[config.mk]
export PLATFORM = sky130hd
export DESIGN_NAME = cnn_weight_reader
export DESIGN_NICKNAME = d
export VERILOG_FILES = /design/src/rtl/cnn_weight_reader.sv
export SDC_FILE = /design/constraint.sdc
export NUM_CORES = 1
export LEC_CHECK = 0
export ABC_AREA = 1
export CAP_MARGIN = 15
export CORE_MARGIN = 2
export CORE_UTILIZATION = 30
export CTS_CLUSTER_DIAMETER = 150
export DETAILED_ROUTE_END_ITERATION = 8
export PLACE_DENSITY = 0.5
export RECOVER_POWER = 100
export SYNTH_ARGS = -nofsm -noshare
export SYNTH_HDL_FRONTEND = slang
export SYNTH_HIERARCHICAL = 1
export SYNTH_SLANG_ARGS = --single-unit
[constraint.sdc]
create_clock -name clk -period 25.7 [get_ports clk]
set_input_delay 3.855 -clock clk [delete_from_list [all_inputs] [get_ports clk]]
set_output_delay 3.855 -clock clk [all_outputs]
set_load 0.03 [all_outputs]
[src/rtl/cnn_weight_reader.sv]
// Purpose: streams a run of 5x5 weight windows from CNN memory to the conv engine.
// Latency: first mem_re one cycle after start; first out_valid two cycles after that.
// Backpressure: reads are issued only while a 2-entry FIFO slot is guaranteed; out_ready stalls issue.
// Optional build macro: CNN_READER_CHECKSUM_EN adds a running per-run word checksum output.

// Small synchronous FIFO; caller guarantees no push when full and no pop when empty.
module cnn_weight_reader_fifo #(
  parameter int W     = 8,
  parameter int DEPTH = 2,
  parameter int CW    = $clog2(DEPTH + 1)
) (
  input  logic          clk,
  input  logic          rst_n,
  input  logic          push,
  input  logic [W-1:0]  push_dat,
  input  logic          pop,
  output logic [W-1:0]  head_dat,
  output logic [CW-1:0] count
);
  localparam int AW = (DEPTH > 1) ? $clog2(DEPTH) : 1;

  logic [W-1:0]  mem [DEPTH];
  logic [AW-1:0] wr_ptr;
  logic [AW-1:0] rd_ptr;

  // Pointer and occupancy tracking; push and pop in the same cycle leave count unchanged.
  always_ff @(posedge clk or negedge rst_n) begin
    if (!rst_n) begin
      wr_ptr <= '0;
      rd_ptr <= '0;
      count  <= '0;
    end else begin
      if (push) wr_ptr <= (wr_ptr == AW'(DEPTH - 1)) ? '0 : wr_ptr + 1'b1;
      if (pop)  rd_ptr <= (rd_ptr == AW'(DEPTH - 1)) ? '0 : rd_ptr + 1'b1;
      count <= count + CW'(push) - CW'(pop);
    end
  end

  // Storage needs no reset; contents are only observed while count is nonzero.
  always_ff @(posedge clk) begin
    if (push) mem[wr_ptr] <= push_dat;
  end

  assign head_dat = mem[rd_ptr];
endmodule

module cnn_weight_reader #(
  parameter int ADDR_W         = 16,
  parameter int WORD_W         = 16,
  parameter int WORDS_PER_READ = 25,
  parameter int STRIDE         = 25,
  parameter int CNT_W          = 12
) (
  input  logic                             clk,
  input  logic                             rst_n,
  input  logic                             start,
  input  logic [ADDR_W-1:0]                base_addr,
  input  logic [CNT_W-1:0]                 num_reads,
  output logic                             busy,
  output logic                             done,
  output logic                             start_err,
  output logic                             mem_re,
  output logic [ADDR_W-1:0]                mem_addr,
  input  logic [WORDS_PER_READ*WORD_W-1:0] mem_rdata,
  output logic                             out_valid,
  input  logic                             out_ready,
  output logic [WORDS_PER_READ*WORD_W-1:0] out_data,
  output logic                             out_last
`ifdef CNN_READER_CHECKSUM_EN
  ,
  output logic [WORD_W-1:0]                checksum
`endif
);
  localparam int DW = WORDS_PER_READ * WORD_W;

  typedef enum logic [1:0] {
    IDLE   = 2'd0,
    FETCH  = 2'd1,
    DRAIN  = 2'd2,
    FINISH = 2'd3
  } state_t;

  state_t            state_q;
  state_t            state_d;
  logic [CNT_W-1:0]  num_q;
  logic [CNT_W-1:0]  issued_q;
  logic [CNT_W-1:0]  acc_q;
  logic [ADDR_W-1:0] addr_q;
  logic              inflight_q;
  logic [1:0]        fifo_cnt;
  logic [DW-1:0]     fifo_head;
  logic              pop;
  logic              start_acc;
  logic [2:0]        credit_used;
  logic              credit_ok;

  assign start_acc = start && (state_q == IDLE);
  assign out_valid = (fifo_cnt != 2'd0);
  assign pop       = out_valid && out_ready;

  // A slot freed by this cycle's pop is reusable by a read issued now, since the
  // data lands two edges later; this keeps one window per cycle with a 2-deep buffer.
  assign credit_used = 3'(fifo_cnt) + 3'(inflight_q) - 3'(pop);
  assign credit_ok   = (credit_used < 3'd2);

  // Next-state and read-issue decode.
  always_comb begin
    state_d = state_q;
    mem_re  = 1'b0;
    unique case (state_q)
      IDLE: begin
        // A zero-length run passes through DRAIN (trivially satisfied) so done
        // still lands two cycles after start.
        if (start) state_d = (num_reads == '0) ? DRAIN : FETCH;
      end
      FETCH: begin
        if ((issued_q < num_q) && credit_ok) begin
          mem_re = 1'b1;
          if (issued_q == num_q - 1'b1) state_d = DRAIN;
        end
      end
      DRAIN: begin
        if ((acc_q == num_q) || (pop && (acc_q == num_q - 1'b1))) state_d = FINISH;
      end
      FINISH: state_d = IDLE;
      default: state_d = IDLE;
    endcase
  end

  // State register.
  always_ff @(posedge clk or negedge rst_n) begin
    if (!rst_n) state_q <= IDLE;
    else        state_q <= state_d;
  end

  // Run parameters, address generation, issue/accept counters and read pipeline tracking.
  always_ff @(posedge clk or negedge rst_n) begin
    if (!rst_n) begin
      num_q      <= '0;
      issued_q   <= '0;
      acc_q      <= '0;
      addr_q     <= '0;
      inflight_q <= 1'b0;
    end else begin
      inflight_q <= mem_re;
      if (start_acc) begin
        num_q    <= num_reads;
        issued_q <= '0;
        acc_q    <= '0;
        addr_q   <= base_addr;
      end else begin
        if (mem_re) begin
          issued_q <= issued_q + 1'b1;
          addr_q   <= addr_q + ADDR_W'(STRIDE);
        end
        if (pop) acc_q <= acc_q + 1'b1;
      end
    end
  end

  // Read data is pushed the edge after it arrives; credits ensure a free slot.
  cnn_weight_reader_fifo #(
    .W     (DW),
    .DEPTH (2),
    .CW    (2)
  ) u_fifo (
    .clk      (clk),
    .rst_n    (rst_n),
    .push     (inflight_q),
    .push_dat (mem_rdata),
    .pop      (pop),
    .head_dat (fifo_head),
    .count    (fifo_cnt)
  );

  assign mem_addr  = addr_q;
  assign busy      = (state_q == FETCH) || (state_q == DRAIN);
  assign done      = (state_q == FINISH);
  assign start_err = start && (state_q != IDLE);
  assign out_data  = out_valid ? fifo_head : '0;
  assign out_last  = out_valid && (acc_q == num_q - 1'b1);

`ifdef CNN_READER_CHECKSUM_EN
  logic [WORD_W-1:0] window_sum;

  // Modulo sum of all words in the head window.
  always_comb begin
    window_sum = '0;
    for (int i = 0; i < WORDS_PER_READ; i++) begin
      window_sum = window_sum + fifo_head[i*WORD_W +: WORD_W];
    end
  end

  // Running checksum of accepted windows, restarted with each run.
  always_ff @(posedge clk or negedge rst_n) begin
    if (!rst_n)         checksum <= '0;
    else if (start_acc) checksum <= '0;
    else if (pop)       checksum <= checksum + window_sum;
  end
`endif
endmodule

== Word-level counts from Yosys, hierarchy flattened ==
Memories as Yosys holds them, arrays and structs flattened.
Index checks and enable logic that the tools add are counted.

* $add $sub $neg: 10
* Multiply operators: 0
* Div/mod/pow operators: 0
* Order comparisons: 2
* Equal/unequal tests: 10
* Shift operators: 0
* Multiplexer cells: 19
* Bitwise operators: 0
* Reduce and logical (&&, ||, !) cells: 15

{| class="wikitable"
|+ Operators by type and width
! kind !! number
|-
| two-way mux 400 bit || 1
|-
| two-way mux 12 bit || 4
|-
| == test 12 bit || 3
|-
| two-way mux 16 bit || 2
|-
| adder 12 x 1 -> 12 bit, second input constant || 2
|-
| adder 16 x 5 -> 16 bit, second input constant || 1
|-
| zero test 12 bit || 1
|-
| < comparator 12 bit || 1
|-
| subtractor 12 x 1 -> 12 bit, second input constant || 1
|-
| two-way mux 2 bit || 5
|-
| != test 2 bit, second input constant || 4
|-
| case mux 2 bit (4 select lines) || 1
|-
| nonzero test 2 bit || 4
|-
| logical AND 1 bit || 6
|-
| two-way mux 1 bit || 6
|-
| == test 2 bit, second input constant || 2
|-
| AND reduction 4 bit || 1
|-
| adder 2 x 1 -> 3 bit || 1
|-
| < comparator 3 x 2 -> 1 bit, second input constant || 1
|-
| subtractor 3 x 1 -> 3 bit || 1
|-
| adder 1 bit, second input constant || 2
|-
| adder 2 x 1 -> 2 bit || 1
|-
| == test 2 x 1 -> 1 bit, second input constant || 1
|-
| zero test 2 bit || 1
|-
| 2 further kinds || 3
|}

* Flip-flop bits (word level): 59
* Latch bits: 0
* Bits in writable memories: 800
* Memory bits (read-only): 0
* Input bits: 432
* Output and inout bits: 422
* Word-level logic and storage cells: 66
* Memories kept: 1

{| class="wikitable"
|+ Memories
! name !! depth !! bits a word !! read ports !! clocked after memory_dff !! write ports !! line !! text
|-
| u_fifo.mem || 2 || 400 || 1 || 0 || 1 || 22 || <nowiki>logic [W-1:0] mem [DEPTH];</nowiki>
|}

== Depth between registers and ports, before layout ==
Gate-level depths: netlist of the first run.

* Depth after elaboration: 9
* Mapped depth: 17
* Gate-level depth less buffers: 16

== Modules after synthesis ==
Netlist of the first run, hierarchy kept.

{| class="wikitable"
|+ By module, submodules not included
! module !! instances !! cells an instance !! area each (um^2) !! seq. area each (um^2)
|-
| cnn_weight_reader_fifo || 1 || 2112 || 29796.1 || 24123.1
|-
| cnn_weight_reader || 1 || 1450 || 7309.5 || 1376.3
|}

== Least setup slack after synthesis of the first run ==
No wires, ideal clock.

* Kind: flip-flop to flip-flop
* Start point: register inflight_q
* End point: memory u_fifo/mem[0][0] (netlist bit), enable pin
* Setup time: 1178 ps
* Arrival time: 17123 ps
* Required time: 24522 ps
* Path slack: 7399 ps
* Cell stages (with the launch flop): 3
* Path buffers: 0
* Clock period less this slack: 18301 ps
* Cells stage by stage: dfrtp_1 > inv_1 > nor2_1

* Cells in the longest elaborated chain, start to end: 2

{| class="wikitable"
|+ Ends and longest elaborated chain
! element !! line !! text
|-
| start: declaration || 89 || <nowiki>logic inflight_q;</nowiki>
|-
| start signal: assignment || 145 || <nowiki>inflight_q <= mem_re;</nowiki>
|-
| two-way mux 1 bit || 41 || <nowiki>if (push) mem[wr_ptr] <= push_dat;</nowiki>
|-
| two-way mux 1 bit (implied by the code) || 41 ||
|-
| end: declaration || 22 ||
|}

No other way between the ends.

== Worst setup path after layout of the first run ==
* Start point: register u_fifo.rd_ptr
* End point: output port out_data[21]

* Cells in the longest elaborated chain, start to end: 2

{| class="wikitable"
|+ Ends and longest elaborated chain
! element !! line !! text
|-
| start: declaration || 24 || <nowiki>logic [AW-1:0] rd_ptr;</nowiki>
|-
| start signal: assignment || 34 || <nowiki>if (pop) rd_ptr <= (rd_ptr == AW'(DEPTH - 1)) ? '0 : rd_ptr + 1'b1;</nowiki>
|-
| memory (2 x 400 bit) || -- ||
|-
| net fifo_head[21] || 91 || <nowiki>logic [DW-1:0] fifo_head;</nowiki>
|-
| two-way mux 400 bit || 180 || <nowiki>assign out_data = out_valid ? fifo_head : '0;</nowiki>
|-
| end: declaration || 67 || <nowiki>output logic [WORDS_PER_READ*WORD_W-1:0] out_data,</nowiki>
|}

The timed path passes the listed nets, and every way through them passes these cells.

==> results of run 1 <==
-- kinds of logic (layout without fill, tap and decap cells) --
logic type | count (synthesis) | count (layout) | synth area share
and+or+nand+nor | 1121 | 1121 | 0.119
buffers and inverters | 1036 | 1953 | 0.111
DFF | 859 | 859 | 0.687
AOI/OAI and AO/OA | 498 | 498 | 0.0685
adders and majority gates | 25 | 25 | 0.00863
xor gates and xnor gates | 23 | 23 | 0.00543
other | 0 | 34 | 0
-- cell usage in the layout (no fill, tap or decap), types with 5 or more instances in the layout --
cell type,netlist,final
a21oi_1,30,30
a31oi_1,7,7
bufinv_16,0,6
clkbuf_1,53,50
clkbuf_16,0,102
clkdlybuf4s50_1,0,63
clkinv_1,0,24
clkinv_2,0,13
dfrtp_1,59,59
diode_2,0,34
dlygate4sd3_1,0,789
edfxtp_1,800,800
ha_1,24,24
inv_1,880,881
inv_2,7,5
nand2_1,577,578
nand3_1,40,40
nand4_1,10,10
nor2_1,453,453
nor2_2,8,7
nor3_1,16,16
o21ai_0,360,391
o21ai_1,86,55
xnor2_1,8,8
xor2_1,15,15
-- path summary, 6_finish.rpt --
check	from	to	slack [ns]	cells past startpoint
setup / recovery	u_fifo/rd_ptr	out_data[21]	9.15	7
hold / removal	acc_q[11]	acc_q[11]	0.51	1
setup reg to reg	inflight_q	u_fifo/mem[1][56]	16.15	4
hold reg to reg	acc_q[11]	acc_q[11]	0.51	1
max in group asynchronous	rst_n	u_fifo/wr_ptr	19.22	2
min in group asynchronous	rst_n	mem_addr[11]	4.47	2
-- through the flow --
| step | hold WS, ns | utilization |
|---|---|---|
| after floorplan | 0.453 | - |
| after global placement | 0.489 | 0.383 |
| after detailed placement | 0.497 | 0.383 |
| after CTS | 0.504 | 0.409 |
| after global routing | 0.519 | 0.408 |
| final | 0.507 | 0.408 |
-- cells in the mapped netlist, drive strengths merged, types with 2 or more instances --
library cell	number	area (sq um)
inv	887	3330
a21oi	30	150
nor3b	2	15.0
nor3	16	80.1
o21ai	446	2230
clkbuf	53	199
nand4	10	62.6
nand2	581	2200
nand3b	2	15.0
dfrtp	59	1480
o21a	2	15.0
a31oi	7	43.8
nor4	3	18.8
o21bai	3	22.5
buf	96	608
o31ai	2	15.0
ha	24	300
edfxtp	800	24000
nor2	464	1790
nand3	41	210
o221ai	2	17.5
o211ai	2	15.0
xor2	15	131
xnor2	8	70.1
a211oi	3	22.5
-- power by group through the flow --
stage / logic [mW] / registers (mW) / clock network, mW
after floorplan: 1.70 / 1.86 / 0
after global placement: 2.87 / 1.80 / 0
after detailed placement: 2.86 / 1.81 / 0
after CTS: 2.88 / 1.78 / 1.43
after global routing: 2.97 / 1.81 / 1.48
final: 2.73 / 1.79 / 1.38
-- state kept, by name, summed over array words and instances, names as in the netlist --
signal	count
u_fifo/mem	800
mem_addr	16
acc_q	12
issued_q	12
num_q	12
state_q	2
u_fifo/count	2
inflight_q	1
u_fifo/rd_ptr	1
u_fifo/wr_ptr	1
-- cell type report --
class                           count  area [sq um]
Clock inverter                     55           523
Inverter                          887          3330
Sequential cell                   859         25500
Clock buffer                      133          2690
Multi-Input combinational cell   1667          7470
Timing Repair Buffer              878          8650
Tap cell                         1637          2050
Antenna cell                       34          85.1
Fill cell                       12000         72900
-- worst max-delay path, delay by kind of cell (launching register included) --
kind                   cells  cell delay [ns]
buffers and inverters      5             9.07
flip-flops                 1             2.21
AO/OA/AOI/OAI              1             0.44
AND/OR/NAND/NOR            1             0.06
-- layer usage --
layer | vias up | wire length, um | global-route usage
met2 | 762 | 51700 | 0.276
li1 | 13000 | - | -
met1 | 12100 | 39400 | 0.181
met4 | 60 | 4750 | 0.0721
met3 | 331 | 9580 | 0.0627
met5 | - | 388 | 0
==> results.yml, run 1 <==
run_status:
  status: "finished with violations"
  violations: "capacitance limit, slew limit"
yosys:
  synth_edf_count: 800
  syn-cell-area_sq_um: 37100
  yosys_warnings: 6
  synthFlopType: "edfxtp_1"
  syn_inst: 3562
  ys_types: 40
  syn_nets: 4019
  ys_async_sr_fraction: 0.0687
  syn_area_per_cell_sq_um: 10.4
  ys_seq_elements: 859
  yosysSeqAreaShare: 0.687
critical_path:
  cp_common_cell: "clkbuf_1"
  path_class: "flip-flop to primary output"
  critPathMaxStageDelay_ns: 3.06
  required_ns: 21.84
  setup.worst_path.start_class: "flip-flop"
  arrival_ns: 12.69
  path_max_fanout: 111
  end_kind: "primary output"
  cp_slowest_cell: "clkbuf_1"
  cp_cell_sequence: "clkbuf_1 -> clkbuf_1 -> clkbuf_1 -> o21ai_0 -> inv_1 -> nor2_1 -> dlygate4sd3_1"
clock_tree:
  clk_pin_slew_ns: 0.06
  cts_setup_buffers: 0
  numCtsBuffers: 101
  clock_tree.root_cell: "clkbuf_16"
  clock-sinks: 859
  cts_buffer_depth: 3
  cts_resized: 0
  cts_hold_buf: 0
  clock_latency_ns: 0.68
  cts-htree-levels: 3
  cts_tree: "done"
route:
  viasPerCell: 4.26
  drt_iter0_drc: 1413
  vias: 26200
  wl_per_cell_um: 17.2
  drt_wl_total_mm: 106
  dr.pass1.iters: 5
  ant_nets: 0
  drcViolationCount: 0
grt:
  antenna_found_initial: 112
  grt_pass1_wl_mm: 155
  first_global_vias: 25100
  grt_max_degree: 226
  overflow: 0
  track_usage: 0.163
floorplan:
  die_w_um: 356
  rows: 129
  dieHeight_um: 356
  io_pins: 854
  initial_core_util: 0.301
  core_area_sq_um: 123000
  die_area_sq_um: 127000
sta:
  skew_ns: 0.0369
  period_needed_ns: 16.55
  max_clock_freq_mhz: 60.4
  slew_viol_final: 1750
  fin_setup_tns_ns: 0
  hold_violations: 0
  tightest_slew_ns: 8.34
  fin_ws_ns: 9.15
  rsz0062_at_grt: "false"
  maxSlewHeadroom: -4.56
  final-setup-viol-count: 0
  fin_crit_sh: 0.644
finish:
  stdcell_count: 6150
  stdcell_area_sq_um: 50300
  area_delta_synth_final_pct: 35.6
  drive_gt1_frac: 0.0362
  nNetsFinal: 4851
place:
  hpwlAfterDp_mm: 72.6
  dpl_cell_area_sq_um: 47100
  dp_cells: 5928
  port_buffers: 853
  detailedPlace.worstSlack_ns: 14.57
  gp_congestion: 0.803
min_path:
  hold_path.class: "flip-flop to flip-flop"
pwr:
  p_leak_nw: 21.1
  combPwrFrac: 0.462
  power_switching_mw: 2.49
  power_mw: 5.90
  clock_power_share: 0.234
  p_sw_frac: 0.422
  peakVddDrop_uv: 96.1
  p_int_mw: 3.40
  powerDensity_nw_per_um2: 117
  p_seq_frac: 0.304
flow_run:
  maxCapViolCount: 22
Note: power is estimated with default switching activity, not from simulation.
==> run 2: changes to the inputs <==
--- a/config.mk
+++ b/config.mk
@@ -11,7 +11,7 @@
 export CORE_UTILIZATION = 30
 export CTS_CLUSTER_DIAMETER = 150
 export DETAILED_ROUTE_END_ITERATION = 8
-export PLACE_DENSITY = 0.5
+export PLACE_DENSITY = 0.52
 export RECOVER_POWER = 100
 export SYNTH_ARGS = -nofsm -noshare
 export SYNTH_HDL_FRONTEND = slang
==> constraint.sdc (replaced) <==
create_clock -name clk -period 14 [get_ports clk]
set_input_delay 2.1 -clock clk [delete_from_list [all_inputs] [get_ports clk]]
set_output_delay 2.1 -clock clk [all_outputs]
set_load 0.03 [all_outputs]
==> run 2 against run 1 <==
  * The run still ends with capacitance limit, slew limit left
  * Global-route usage fell by 0.42 points
  * Largest power group unchanged
  * Core utilization rose by 0.061 points
  * Cell count fell by 0.36%
==> results.yml, run 2 (same netlist as run 1, synthesis figures left out) <==
sta:
  fin_crit_sh: 0.698
  final-setup-viol-count: 0
  rsz0062_at_grt: "false"
  skew_ns: 0.0316
  tightest_slew_ns: 8.21
  period_needed_ns: 9.77
  maxSlewHeadroom: -4.48
  fin_setup_tns_ns: 0
  hold_violations: 0
  slew_viol_final: 738
  fin_ws_ns: 4.23
  max_clock_freq_mhz: 102
grt:
  antenna_found_initial: 94
  grt_max_degree: 233
  grt_pass1_wl_mm: 152
  first_global_vias: 24700
  track_usage: 0.159
  overflow: 0
pwr:
  p_leak_nw: 21.3
  powerDensity_nw_per_um2: 213
  power_mw: 10.7
  peakVddDrop_uv: 141
clock_tree:
  cts_resized: 0
  clock-sinks: 859
  cts_hold_buf: 0
  numCtsBuffers: 100
  cts_setup_buffers: 0
  clock_tree.root_cell: "clkbuf_16"
  cts_tree: "done"
  cts_buffer_depth: 3
  clk_pin_slew_ns: 0.06
  cts-htree-levels: 3
  clock_latency_ns: 0.67
finish:
  final_cell_mix: "inv_1 (881), dlygate4sd3_1 (819), edfxtp_1 (800), nand2_1 (578), nor2_1 (455)"
  drive_gt1_frac: 0.0389
  regMostFlops: "u_fifo/mem"
  nNetsFinal: 4847
  final_common_cell: "inv_1"
  largest_register_ffs: 800
  area_delta_synth_final_pct: 35.8
place:
  gp_congestion: 0.812
  hpwlAfterDp_mm: 70.7
  detailedPlace.worstSlack_ns: 6.41
  port_buffers: 853
critical_path:
  path_max_fanout: 155
  crit_start: "inflight_q"
  crit_family: "buffers and inverters"
  required_ns: 13.49
  arrival_ns: 9.26
  r2r_start: "inflight_q"
  setup.worst_path.end: "u_fifo/mem[1][47]"
  r2r.worst_path.cells: 3
  path_class: "flip-flop to flip-flop"
  rr_endpoint: "u_fifo/mem[1][47]"
  cp_num_cells: 3
  setup.worst_path.start_class: "flip-flop"
  critPathMaxStageDelay_ns: 4.42
  cp_num_buf_inv: 2
  cp_cell_sequence: "nand2_1 -> clkinvlp_2 -> clkbuf_2"
  end_kind: "flip-flop"
  r2r_slack_ns: 4.23
  cp_slowest_cell: "clkinvlp_2"
floorplan:
  initial_core_util: 0.301
  io_pins: 854
  rows: 129
  die_w_um: 356
  core_area_sq_um: 123000
  die_area_sq_um: 127000
  dieHeight_um: 356
route:
  wl_per_cell_um: 16.8
  ant_nets: 0
  drcViolationCount: 0
  dr.pass1.iters: 5
  vias: 26000
  viasPerCell: 4.24
  drt_iter0_drc: 1539
  drt_wl_total_mm: 103
run_status:
  violations: "capacitance limit, slew limit"
  status: "finished with violations"
flow_run:
  maxCapViolCount: 10
min_path:
  hold_path.class: "flip-flop to flip-flop"
-- run 2: changes by cell type in the layout (fill, tap and decap cells not counted), moves of 3 or more --
cell	delta
buf_4	+8
inv_16	-3
bufinv_16	+5
clkdlybuf4s50_1	-30
diode_2	-12
clkbuf_1	-22
dlygate4sd3_1	+30
o21ai_1	+28
o21ai_0	-28
-- run 2: worst min path at each step --
stage                        from       endpoint  slack (ns)  depth (start not counted)
floorplan               acc_q[11]      acc_q[11]        0.45                          1
CTS                     acc_q[11]      acc_q[11]        0.50                          1
global route        u_fifo/wr_ptr  u_fifo/wr_ptr        0.51                          1
detailed placement      acc_q[11]      acc_q[11]        0.49                          1
global placement        acc_q[11]      acc_q[11]        0.50                          1
finish              u_fifo/wr_ptr  u_fifo/wr_ptr        0.49                          1
-- run 2: layout make-up --
class | count | area (sq um)
Inverter | 887 | 3330
Clock inverter | 59 | 681
Antenna cell | 22 | 55.1
Sequential cell | 859 | 25500
Timing Repair Buffer | 875 | 8710
Fill cell | 11900 | 72800
Multi-Input combinational cell | 1667 | 7450
Tap cell | 1637 | 2050
Clock buffer | 122 | 2590
-- run 2: worst reg2reg max path, delay by kind of cell, from the launching register on --
family        cells  cell delay, ns
flops             1            0.46
buf+inv           2            7.74
simple gates      1            0.11
-- run 2: metal layers --
layer,GRT usage,part of all wire,vias to the layer above
met2,0.280,0.50,719
li1,-,-,12900
met1,0.178,0.38,12000
met5,0,0.0029,-
met4,0.0537,0.031,46
met3,0.0543,0.078,269
-- run 2: metrics by stage --
step | instances | hold WS, ns | util | cell area [sq um]
CTS | 6106 | 0.499 | 0.409 | 50400
detailed placement | 5925 | 0.490 | 0.383 | 47100
global placement | 5925 | 0.496 | 0.383 | 47100
floorplan | 3562 | 0.453 | - | 37100
finish | 6128 | 0.485 | 0.409 | 50400
global route | 6121 | 0.515 | 0.409 | 50400
-- run 2: power by group --
part / switching, mW / total, mW / internal (mW)
clock: 1.06 / 2.58 / 1.53
combinational: 3.34 / 4.86 / 1.52
sequential: 0.149 / 3.28 / 3.14
